$ cat src/rtl/pipe_stage_reg.sv
// Inter-stage pipeline register (IF/ID, ID/EX, EX/MEM, MEM/WB).
// Carries a DATA_W payload plus a CTRL_W control field under valid/ready,
// with flush (bubble insertion), an optional skid entry that makes in_ready
// a pure register decode, and a saturating bubble-cycle counter.
//
// Handshake: a beat moves on a rising edge where valid && ready are both 1.
// The producer holds valid and payload steady until the beat moves. The
// consumer's ready may depend on anything. out_data/out_ctrl never change
// while out_valid && !out_ready.
module pipe_stage_reg #(
  parameter int unsigned           DATA_W      = 32,
  parameter int unsigned           CTRL_W      = 8,
  parameter logic [CTRL_W-1:0]     BUBBLE_CTRL = '0,
  parameter bit                    ZERO_DATA   = 1'b1,
  parameter bit                    SKID        = 1'b1,
  parameter int unsigned           CNT_W       = 16
) (
  input  logic              clk,
  input  logic              reset,
  input  logic              flush,
  input  logic              in_valid,
  output logic              in_ready,
  input  logic [DATA_W-1:0] in_data,
  input  logic [CTRL_W-1:0] in_ctrl,
  output logic              out_valid,
  input  logic              out_ready,
  output logic [DATA_W-1:0] out_data,
  output logic [CTRL_W-1:0] out_ctrl,
  output logic [CNT_W-1:0]  bubble_cnt,
  input  logic              clr_cnt,
  output logic [1:0]        dbg_state
);

  // EMPTY: nothing held. FULL: main entry valid. SKID_FULL: main + skid valid.
  // With SKID=0 the SKID_FULL state is never entered.
  typedef enum logic [1:0] {
    EMPTY     = 2'd0,
    FULL      = 2'd1,
    SKID_FULL = 2'd2
  } state_e;

  state_e              state_q, state_d;
  logic [DATA_W-1:0]   data_q, data_d;
  logic [CTRL_W-1:0]   ctrl_q, ctrl_d;
  logic [DATA_W-1:0]   skid_data_q, skid_data_d;
  logic [CTRL_W-1:0]   skid_ctrl_q, skid_ctrl_d;
  logic [CNT_W-1:0]    cnt_q, cnt_d;
  logic                in_fire;
  logic                out_fire;

  localparam logic [CNT_W-1:0] CNT_MAX = {CNT_W{1'b1}};

  // Ready/valid decode; with a skid entry in_ready comes only from state_q.
  always_comb begin
    out_valid = (state_q != EMPTY);
    if (SKID) begin
      in_ready = (state_q != SKID_FULL);
    end else begin
      in_ready = out_ready || (state_q == EMPTY);
    end
    in_fire   = in_valid && in_ready;
    out_fire  = out_valid && out_ready;
    out_data  = data_q;
    out_ctrl  = ctrl_q;
    dbg_state = state_q;
  end

  // Next state and datapath; flush wins over every handshake.
  always_comb begin
    state_d     = state_q;
    data_d      = data_q;
    ctrl_d      = ctrl_q;
    skid_data_d = skid_data_q;
    skid_ctrl_d = skid_ctrl_q;
    if (flush) begin
      state_d = EMPTY;
      ctrl_d  = BUBBLE_CTRL;
      if (ZERO_DATA) begin
        data_d = '0;
      end
    end else begin
      case (state_q)
        EMPTY: begin
          if (in_fire) begin
            state_d = FULL;
            data_d  = in_data;
            ctrl_d  = in_ctrl;
          end
        end
        FULL: begin
          if (in_fire && out_fire) begin
            data_d = in_data;
            ctrl_d = in_ctrl;
          end else if (out_fire) begin
            state_d = EMPTY;
            ctrl_d  = BUBBLE_CTRL;
            if (ZERO_DATA) begin
              data_d = '0;
            end
          end else if (in_fire) begin
            // Only reachable with a skid entry: main is stalled, park the beat.
            if (SKID) begin
              state_d     = SKID_FULL;
              skid_data_d = in_data;
              skid_ctrl_d = in_ctrl;
            end else begin
              data_d = in_data;
              ctrl_d = in_ctrl;
            end
          end
        end
        SKID_FULL: begin
          if (out_fire) begin
            state_d = FULL;
            data_d  = skid_data_q;
            ctrl_d  = skid_ctrl_q;
          end
        end
        default: begin
          state_d = EMPTY;
          ctrl_d  = BUBBLE_CTRL;
          data_d  = '0;
        end
      endcase
    end
  end

  // Bubble counter: clear beats increment, saturates at all-ones.
  always_comb begin
    cnt_d = cnt_q;
    if (clr_cnt) begin
      cnt_d = '0;
    end else if (!out_valid && (cnt_q != CNT_MAX)) begin
      cnt_d = cnt_q + CNT_W'(1);
    end
  end

  // State registers; reset overrides flush, handshakes and clr_cnt.
  always_ff @(posedge clk) begin
    if (reset) begin
      state_q     <= EMPTY;
      data_q      <= '0;
      ctrl_q      <= BUBBLE_CTRL;
      skid_data_q <= '0;
      skid_ctrl_q <= BUBBLE_CTRL;
      cnt_q       <= '0;
    end else begin
      state_q     <= state_d;
      data_q      <= data_d;
      ctrl_q      <= ctrl_d;
      skid_data_q <= skid_data_d;
      skid_ctrl_q <= skid_ctrl_d;
      cnt_q       <= cnt_d;
    end
  end

  assign bubble_cnt = cnt_q;

endmodule

$ cat config.mk
export PLATFORM = sky130hd
export DESIGN_NAME = pipe_stage_reg
export DESIGN_NICKNAME = d
export VERILOG_FILES = /design/src/rtl/pipe_stage_reg.sv
export SDC_FILE = /design/constraint.sdc
export NUM_CORES = 1
export LEC_CHECK = 0
export CAP_MARGIN = 20
export CORE_MARGIN = 1.5
export CORE_UTILIZATION = 35
export CTS_CLUSTER_SIZE = 8
export DETAILED_ROUTE_END_ITERATION = 7
export PLACE_DENSITY = 0.56
export SYNTH_ARGS = -nofsm -noshare
export SYNTH_HDL_FRONTEND = slang
export SYNTH_SLANG_ARGS = --single-unit
$ cat constraint.sdc
create_clock -name clk -period 2.6 [get_ports clk]
set_clock_uncertainty 0.15 [all_clocks]
set_input_delay 0.39 -clock clk [delete_from_list [all_inputs] [get_ports clk]]
set_output_delay 0.39 -clock clk [all_outputs]
set_load 0.01 [all_outputs]
==> Word-level counts from Yosys, hierarchy flattened <==
Index checks and enable logic that the tools add are counted.
{ "word_totals": {"reg_bits": 98, "inputBits": 46, "output_inout_bits": 60, "wordCells": 47} }
{ "op_classes": {"addsub": 1, "eq_ne": 9, "n_mux": 16, "bitwise_logic": 3, "reduce_logical": 12} }
{ "op_table": {"columns": ["cell", "count"], "rows": [
  ["32-bit two-way mux", 4],
  ["32-bit one-hot mux with 3 select lines", 1],
  ["8-bit two-way mux", 4],
  ["8-bit one-hot mux with 3 select lines", 1],
  ["16-bit by 1-bit adder with 16-bit output (second input constant)", 1],
  ["16-bit != test (second input constant)", 1],
  ["2-bit two-way mux", 5],
  ["2-bit != test (second input constant)", 4],
  ["3-bit != test (second input constant)", 2],
  ["2-bit one-hot mux with 3 select lines", 1],
  ["5-bit AND reduction", 1],
  ["1-bit logical AND", 4],
  ["4-bit AND reduction", 1],
  ["2-bit OR reduction", 2],
  ["1-bit NOT", 3],
  ["3-bit AND reduction", 1],
  ["2-bit by 1-bit equality test with 1-bit output (second input constant)", 1],
  ["2-bit equality test (second input constant)", 1],
  ["2-bit zero test", 1],
  ["2-bit nonzero test", 1],
  ["1-bit zero test", 1]
]} }

==> Logic depth before layout (Yosys ltp) <==
Gate-level depths: netlist of the first run.
{ "logic_depth": {"word_depth": 6, "ltp_mapped": 7} }

==> Worst setup path after synthesis of the first run <==
Ideal clock, no wire load.
{ "synth_path": {"path_kind": "reg-to-reg", "startpoint": "register state_q[1] (netlist: dbg_state[1])", "endpoint": "register cnt_q[13] (netlist: bubble_cnt[13])", "t_arrival_ns": 1.841, "slack_ns": 0.539, "stages_incl_launch_ff": 7, "n_path_buf": 1, "period_less_slack_ns": 2.061, "cell_sequence": "dfxtp_1 buf_6 nor2_4 inv_2 or4_4 or4_1 a21oi_1"} }
{ "synth_via": {"elab_chain_len": 3} }
{ "synth_rtl": {"columns": ["element", "line_no", "source"], "rows": [
  ["start, declared", "42", "state_e state_q, state_d;"],
  ["start signal, assigned", "148", "state_q <= state_d;"],
  ["2-bit nonzero test", "55", "out_valid = (state_q != EMPTY);"],
  ["via out_valid", "25", "output logic out_valid,"],
  ["1-bit zero test", "133", "end else if (!out_valid && (cnt_q != CNT_MAX)) begin"],
  ["1-bit logical AND", "133", null],
  ["end signal, assigned", "153", "cnt_q <= cnt_d;"],
  ["end, declared", "47", "logic [CNT_W-1:0] cnt_q, cnt_d;"]
]} }
The timed path passes the listed nets, and every way through them passes these cells.
A chain may end at the register's enable or synchronous reset.

==> Worst setup path in the final report of the first run <==
{ "layout_path": {"startpoint": "register state_q[0] (netlist: dbg_state[0])", "endpoint": "output port in_ready"} }
{ "layout_via": {"elab_chain_len": 1} }
{ "layout_rtl": {"columns": ["element", "line_no", "source"], "rows": [
  ["2-bit != test", "57", "in_ready = (state_q != SKID_FULL);"],
  ["end, declared", "22", "output logic in_ready,"]
]} }
Every way passes these cells.

==> results of run 1 <==
-- layout make-up --
| type | count | area (sq um) |
|---|---|---|
| fillers | 1185 | 6150 |
| flip-flops and latches | 98 | 1960 |
| multi-input cells | 337 | 1950 |
| repair buffers | 121 | 1200 |
| inverters | 83 | 312 |
| clock buffers | 11 | 243 |
| well taps | 168 | 210 |
| clock inverters | 5 | 40.0 |
-- through the flow --
step                instance area (sq um)  util, %  hold WS, ps  instances  worst slack, ps
floorplan                            4350        -          286        563              539
global placement                     5610     46.5          291        806             33.2
detailed placement                   5610     46.5          296        806             20.6
CTS                                  5890     48.8          241        822             67.8
global route                         5920     49.0          257        823             18.4
finish                               5920     49.0          255        823             88.9
-- worst min path at each step --
stage                    from        endpoint  slack, ps  cells after the start
2_1_floorplan  skid_ctrl_q[0]  skid_ctrl_q[0]        290                      2
3_3_place_gp   skid_ctrl_q[1]  skid_ctrl_q[1]        290                      2
3_5_place_dp   skid_data_q[4]  skid_data_q[4]        300                      2
4_1_cts                 reset  bubble_cnt[15]        240                      3
5_1_grt                 reset  bubble_cnt[15]        260                      3
6_report                reset  bubble_cnt[15]        260                      3
-- state kept, by name, summed over array words and instances, names as in the netlist --
| register | count |
|---|---|
| out_data | 32 |
| skid_data_q | 32 |
| bubble_cnt | 16 |
| out_ctrl | 8 |
| skid_ctrl_q | 8 |
| dbg_state | 2 |
-- logic make-up after synthesis --
group	count (synthesis)	synth area share, %
DFF	98	45.1
muxes	2	0.460
buffers and inverters	128	11.2
and+or+nand+nor	177	18.0
adders and majority gates	1	0.288
AOI/OAI and AO/OA	157	24.9
-- synth_stat cells, types with 5 or more instances --
| master | instances |
|---|---|
| a22oi_1 | 40 |
| inv_1 | 82 |
| nand2_1 | 92 |
| dfxtp_1 | 98 |
| a21oi_1 | 53 |
| nand4_1 | 5 |
| clkbuf_1 | 43 |
| nor2_1 | 43 |
| or4_1 | 7 |
| nand3_1 | 5 |
| o21ai_0 | 7 |
| or3_1 | 10 |
| o31ai_1 | 6 |
| o32ai_1 | 40 |
-- worst max-delay path, delay by kind of cell (launching register included) --
kind	cells	cell delay (ps)
buffers and inverters	1	620
DFF	1	550
and+or+nand+nor	1	450
-- metal layers --
layer	GRT usage (%)	share of wire (%)	vias up
met5	0	0	-
met4	8.25	1.9	0
met3	4.02	5.7	15
met2	31.1	47	108
met1	25.7	46	1965
li1	-	-	2114
-- power by group --
group | leakage (nW) | total (mW) | internal, mW | switching (mW)
Sequential | 0.794 | 1.55 | 1.53 | 0.0216
Clock | 0.128 | 1.27 | 0.679 | 0.588
Combinational | 1.11 | 0.382 | 0.194 | 0.188
==> run metrics, run 1 <==
first-pass GRT wire length 20,100 um; nets@finish 697; Mapped Cells 563; Sum Neg Setup Slack 0 ps; Req. time, crit path 2060 ps; total CTS buffers 9; Synth Net Count 610; I/O pin cnt 106; final period utilization 96.6%; fmax 398 MHz; postcts setup bufs 0; Critical Path AT 1970 ps; FF-to-FF path depth 5; # setup viols final 0; proportion of layout cells with a drive suffix above 1 6.56%; initial antenna violation count 0; crit path cell chain nand2b_2 > clkdlybuf4s50_1; CP max stage delay 620 ps; Top FF cell, synth dfxtp_1; sequential fraction of the synthesis area 45.1%; Synth area leader dfxtp_1; reg2reg setup slack 430 ps; EDFF count, synth 0; TritonCTS clock tree done; commonest non-fill, non-tap cell in the layout clkdlybuf4s50_1; DR WL/cell 15.0 um; vias in the first global route 3,923; Ys Warns 0; Synth area leaders dfxtp_1 45%, o32ai_1 8.1%, nand2_1 7.9%; htree depth 3; Pleak 2.03 nW; r2r endpoint bubble_cnt[13]; Rows 40; DRT iter0 DRCs 206; Die X 114 um; R2R Path Start dbg_state[0]; gr ovfl total 0; Final HPWL DP 8130 um; post-route ant nets 0; Slew Viols, Final 0; hold_buf cts 0; Area Overhead vs Synth 36.0%; Syn Area/Cell 7.72 sq um; post-synth cell types 38; PostCTS Resize Cnt 0; via count 4,202; Setup crit end kind output pin; Initial Utilization 36.1%; CP Class reg -> out; Avg Vias per Cell 5.11; overall power 3.20 mW; # Max-Cap Violations 0; Die Span Y 114 um; clk root buf clkbuf_16; core area 12,100 sq um; crit path launch type flop; CP Max Fanout 14; Hold Path Class in -> reg; clk sinks 98; Synth top area share 45.1%; ant diodes 0; # DRC 0; Worst Setup EP in_ready; Slew @ Worst Pin 868 ps; Slew HR 42.1%; number of synthesized register bits 98; Synth Cell Area 4350 sq um; final WL 12,300 um; unrepaired setup endpoints after global routing no; DRT Pass-1 Iters 4; outcome complete, no violations; largest net degree at the start of global routing 43; RD Place Congestion 0.819; Clk Latency, worst-skew pair 340 ps; CP Launch Point dbg_state[0]; cell area power density 541 nW/um^2; final hold violation count 0; slowest stage cell, crit path clkdlybuf4s50_1; VDD IR max 348 uV; Total GRT Usage 19.5%; IO Port Bufs 105; commonest non-fill, non-tap cells in the layout 104 x clkdlybuf4s50_1, 97 x dfxtp_1, 92 x nand2_1, 82 x inv_1, 53 x a21oi_1; Clock Tree Buf Depth 2; Async SR Flop Fraction 0%; Tmin final 2510 ps; Worst-path clk slew 70 ps; Die ar. 13,100 sq um
Power figures use the tool's default switching activity.
==> run 2, diff against run 1 <==
--- a/config.mk
+++ b/config.mk
@@ -5,12 +5,12 @@
 export SDC_FILE = /design/constraint.sdc
 export NUM_CORES = 1
 export LEC_CHECK = 0
-export CAP_MARGIN = 20
 export CORE_MARGIN = 1.5
 export CORE_UTILIZATION = 35
 export CTS_CLUSTER_SIZE = 8
 export DETAILED_ROUTE_END_ITERATION = 7
 export PLACE_DENSITY = 0.56
+export SKIP_LAST_GASP = 1
 export SYNTH_ARGS = -nofsm -noshare
 export SYNTH_HDL_FRONTEND = slang
 export SYNTH_SLANG_ARGS = --single-unit
==> run 2 against run 1 <==
Clock-buffer cell count stayed put. Core utilization is 0.23 points lower. Design area decreased by 0.47%. Non-clock buffer count fell by 1. Setup slack improved by 13 ps. Register-to-register slack lost 200 ps. Combinational power down 2%. Sequential share of layout area grew 0.16 points. Sequential cell count unchanged. Largest cell class unchanged. Largest power group unchanged. Highest routed layer unchanged.
==> run metrics, run 2 (synthesized netlist as in run 1, its figures left out) <==
Sum Neg Setup Slack 0 ps (unchanged); R2R Path Start dbg_state[0]; # DRC 0 (unchanged); Tmin final 2500 ps (-13.2 ps); cell area power density 542 nW/um^2 (+0.15%); via count 4,218 (+0.38%); hold_buf cts 0 (unchanged); crit path launch type flop; core area 12,100 sq um (unchanged); Critical Path AT 1960 ps (about the same); fmax 400 MHz (+0.53%); PostCTS Resize Cnt 0 (unchanged); clk sinks 98 (unchanged); VDD IR max 347 uV (-0.40%); CP Launch Point dbg_state[0]; gr ovfl total 0 (unchanged); met2 routed WL 5710 um (-0.90%); commonest non-fill, non-tap cell in the layout clkdlybuf4s50_1; nets@finish 696 (-0.14%); reg2reg setup slack 230 ps (-200 ps); DR WL/cell 15.0 um (+0.19%); proportion of layout cells with a drive suffix above 1 6.42% (-0.14 points); final hold violation count 0 (unchanged); Area Overhead vs Synth 35.4%; RD Place Congestion 0.819 (unchanged); ant diodes 0 (unchanged); first-pass GRT wire length 20,100 um (unchanged); IO Port Bufs 105 (unchanged); CP Max Fanout 14 (unchanged); final period utilization 96.1% (-0.51 points); Worst Setup EP in_ready; post-route ant nets 0 (unchanged); Slew @ Worst Pin 1180 ps (+308 ps); Post-DP Area 5610 sq um (unchanged); Total GRT Usage 19.5% (unchanged); TritonCTS clock tree done; Die ar. 13,100 sq um (unchanged); clk root buf clkbuf_16; Die Span Y 114 um (unchanged); initial antenna violation count 0 (unchanged); Slew HR 21.6% (-21 points); Slew Viols, Final 0 (unchanged); Die X 114 um (unchanged); commonest non-fill, non-tap cells in the layout 104 x clkdlybuf4s50_1, 97 x dfxtp_1, 92 x nand2_1, 82 x inv_1, 53 x a21oi_1; top sig layer met4; Worst-path clk slew 70 ps (about the same); CP Class reg -> out; r2r endpoint out_data[26]; outcome complete, no violations; vias in the first global route 3,923 (unchanged); Initial Utilization 36.1% (unchanged); # Max-Cap Violations 0 (unchanged); met3 wire len 717 um (+2.7%); postcts setup bufs 0 (unchanged); Clk Latency, worst-skew pair 340 ps (about the same); final instance area 5890 sq um (-0.47%); Pleak 2.02 nW (-0.62%); I/O pin cnt 106 (unchanged); DRT Pass-1 Iters 4 (unchanged); final WL 12,400 um (about the same); Final HPWL DP 8130 um (unchanged); FF-to-FF path depth 4 (-1); unrepaired setup endpoints after global routing no; wl on met1 5670 um (+0.21%); total CTS buffers 9 (unchanged); # setup viols final 0 (unchanged); DRT iter0 DRCs 222 (+7.8%); Clock Tree Buf Depth 2 (unchanged); Setup crit end kind output pin; Avg Vias per Cell 5.13 (+0.50%); largest net degree at the start of global routing 43 (unchanged); Hold Path Class in -> reg; htree depth 3 (unchanged); Req. time, crit path 2060 ps (about the same); Rows 40 (unchanged)
[run 2: changes by cell type in the layout (fill, tap and decap cells not counted)]
cell / delta
buf_16: -1
[run 2: report_power, final]
group,switching [mW],total [mW],leakage (nW),internal (mW)
logic,0.187,0.374,1.10,0.187
registers,0.0216,1.55,0.794,1.53
clock network,0.586,1.26,0.128,0.679
total,0.794,3.19,2.02,2.40
[run 2: worst min-delay path by stage]
| stage | slack, ps | startpoint | endpoint | depth (start not counted) |
|---|---|---|---|---|
| 3_3_place_gp | 290 | skid_ctrl_q[1] | skid_ctrl_q[1] | 2 |
| 4_1_cts | 240 | reset | bubble_cnt[15] | 3 |
| 2_1_floorplan | 290 | skid_ctrl_q[0] | skid_ctrl_q[0] | 2 |
| 6_report | 260 | reset | bubble_cnt[15] | 3 |
| 3_5_place_dp | 300 | skid_data_q[4] | skid_data_q[4] | 2 |
| 5_1_grt | 260 | reset | bubble_cnt[15] | 3 |
[run 2: area by class of cell]
cell class                 count  area (sq um)
clock buffer                  11           243
clock inverter                 5          40.0
fill                        1189          6170
inverter                      83           312
multi-input combinational    337          1950
sequential                    98          1960
tap                          168           210
timing repair buffer         120          1170
[run 2: routing by layer]
metal | vias to the layer above | track usage [%]
li1 | 2106 | -
met2 | 112 | 31.1
met3 | 17 | 4.02
met4 | 0 | 8.25
met1 | 1983 | 25.7
met5 | - | 0
[run 2: worst max-delay path, stage by stage, from the launching register on]
cell,delay [ps]
dfxtp_1,550
nand2b_2,450
clkdlybuf4s50_1,620
[run 2: stage by stage]
stage                     hold slack, ps  std cells  power (mW)  util (%)  setup slack, ps
after floorplan                      286        563        1.77         -              539
after CTS                            241        822        3.23      48.8             67.8
final                                256        822        3.19      48.8              102
after global placement               291        806        1.96      46.5             33.2
after detailed placement             296        806        1.96      46.5             20.6
after global routing                 257        822        3.33      48.8             18.4
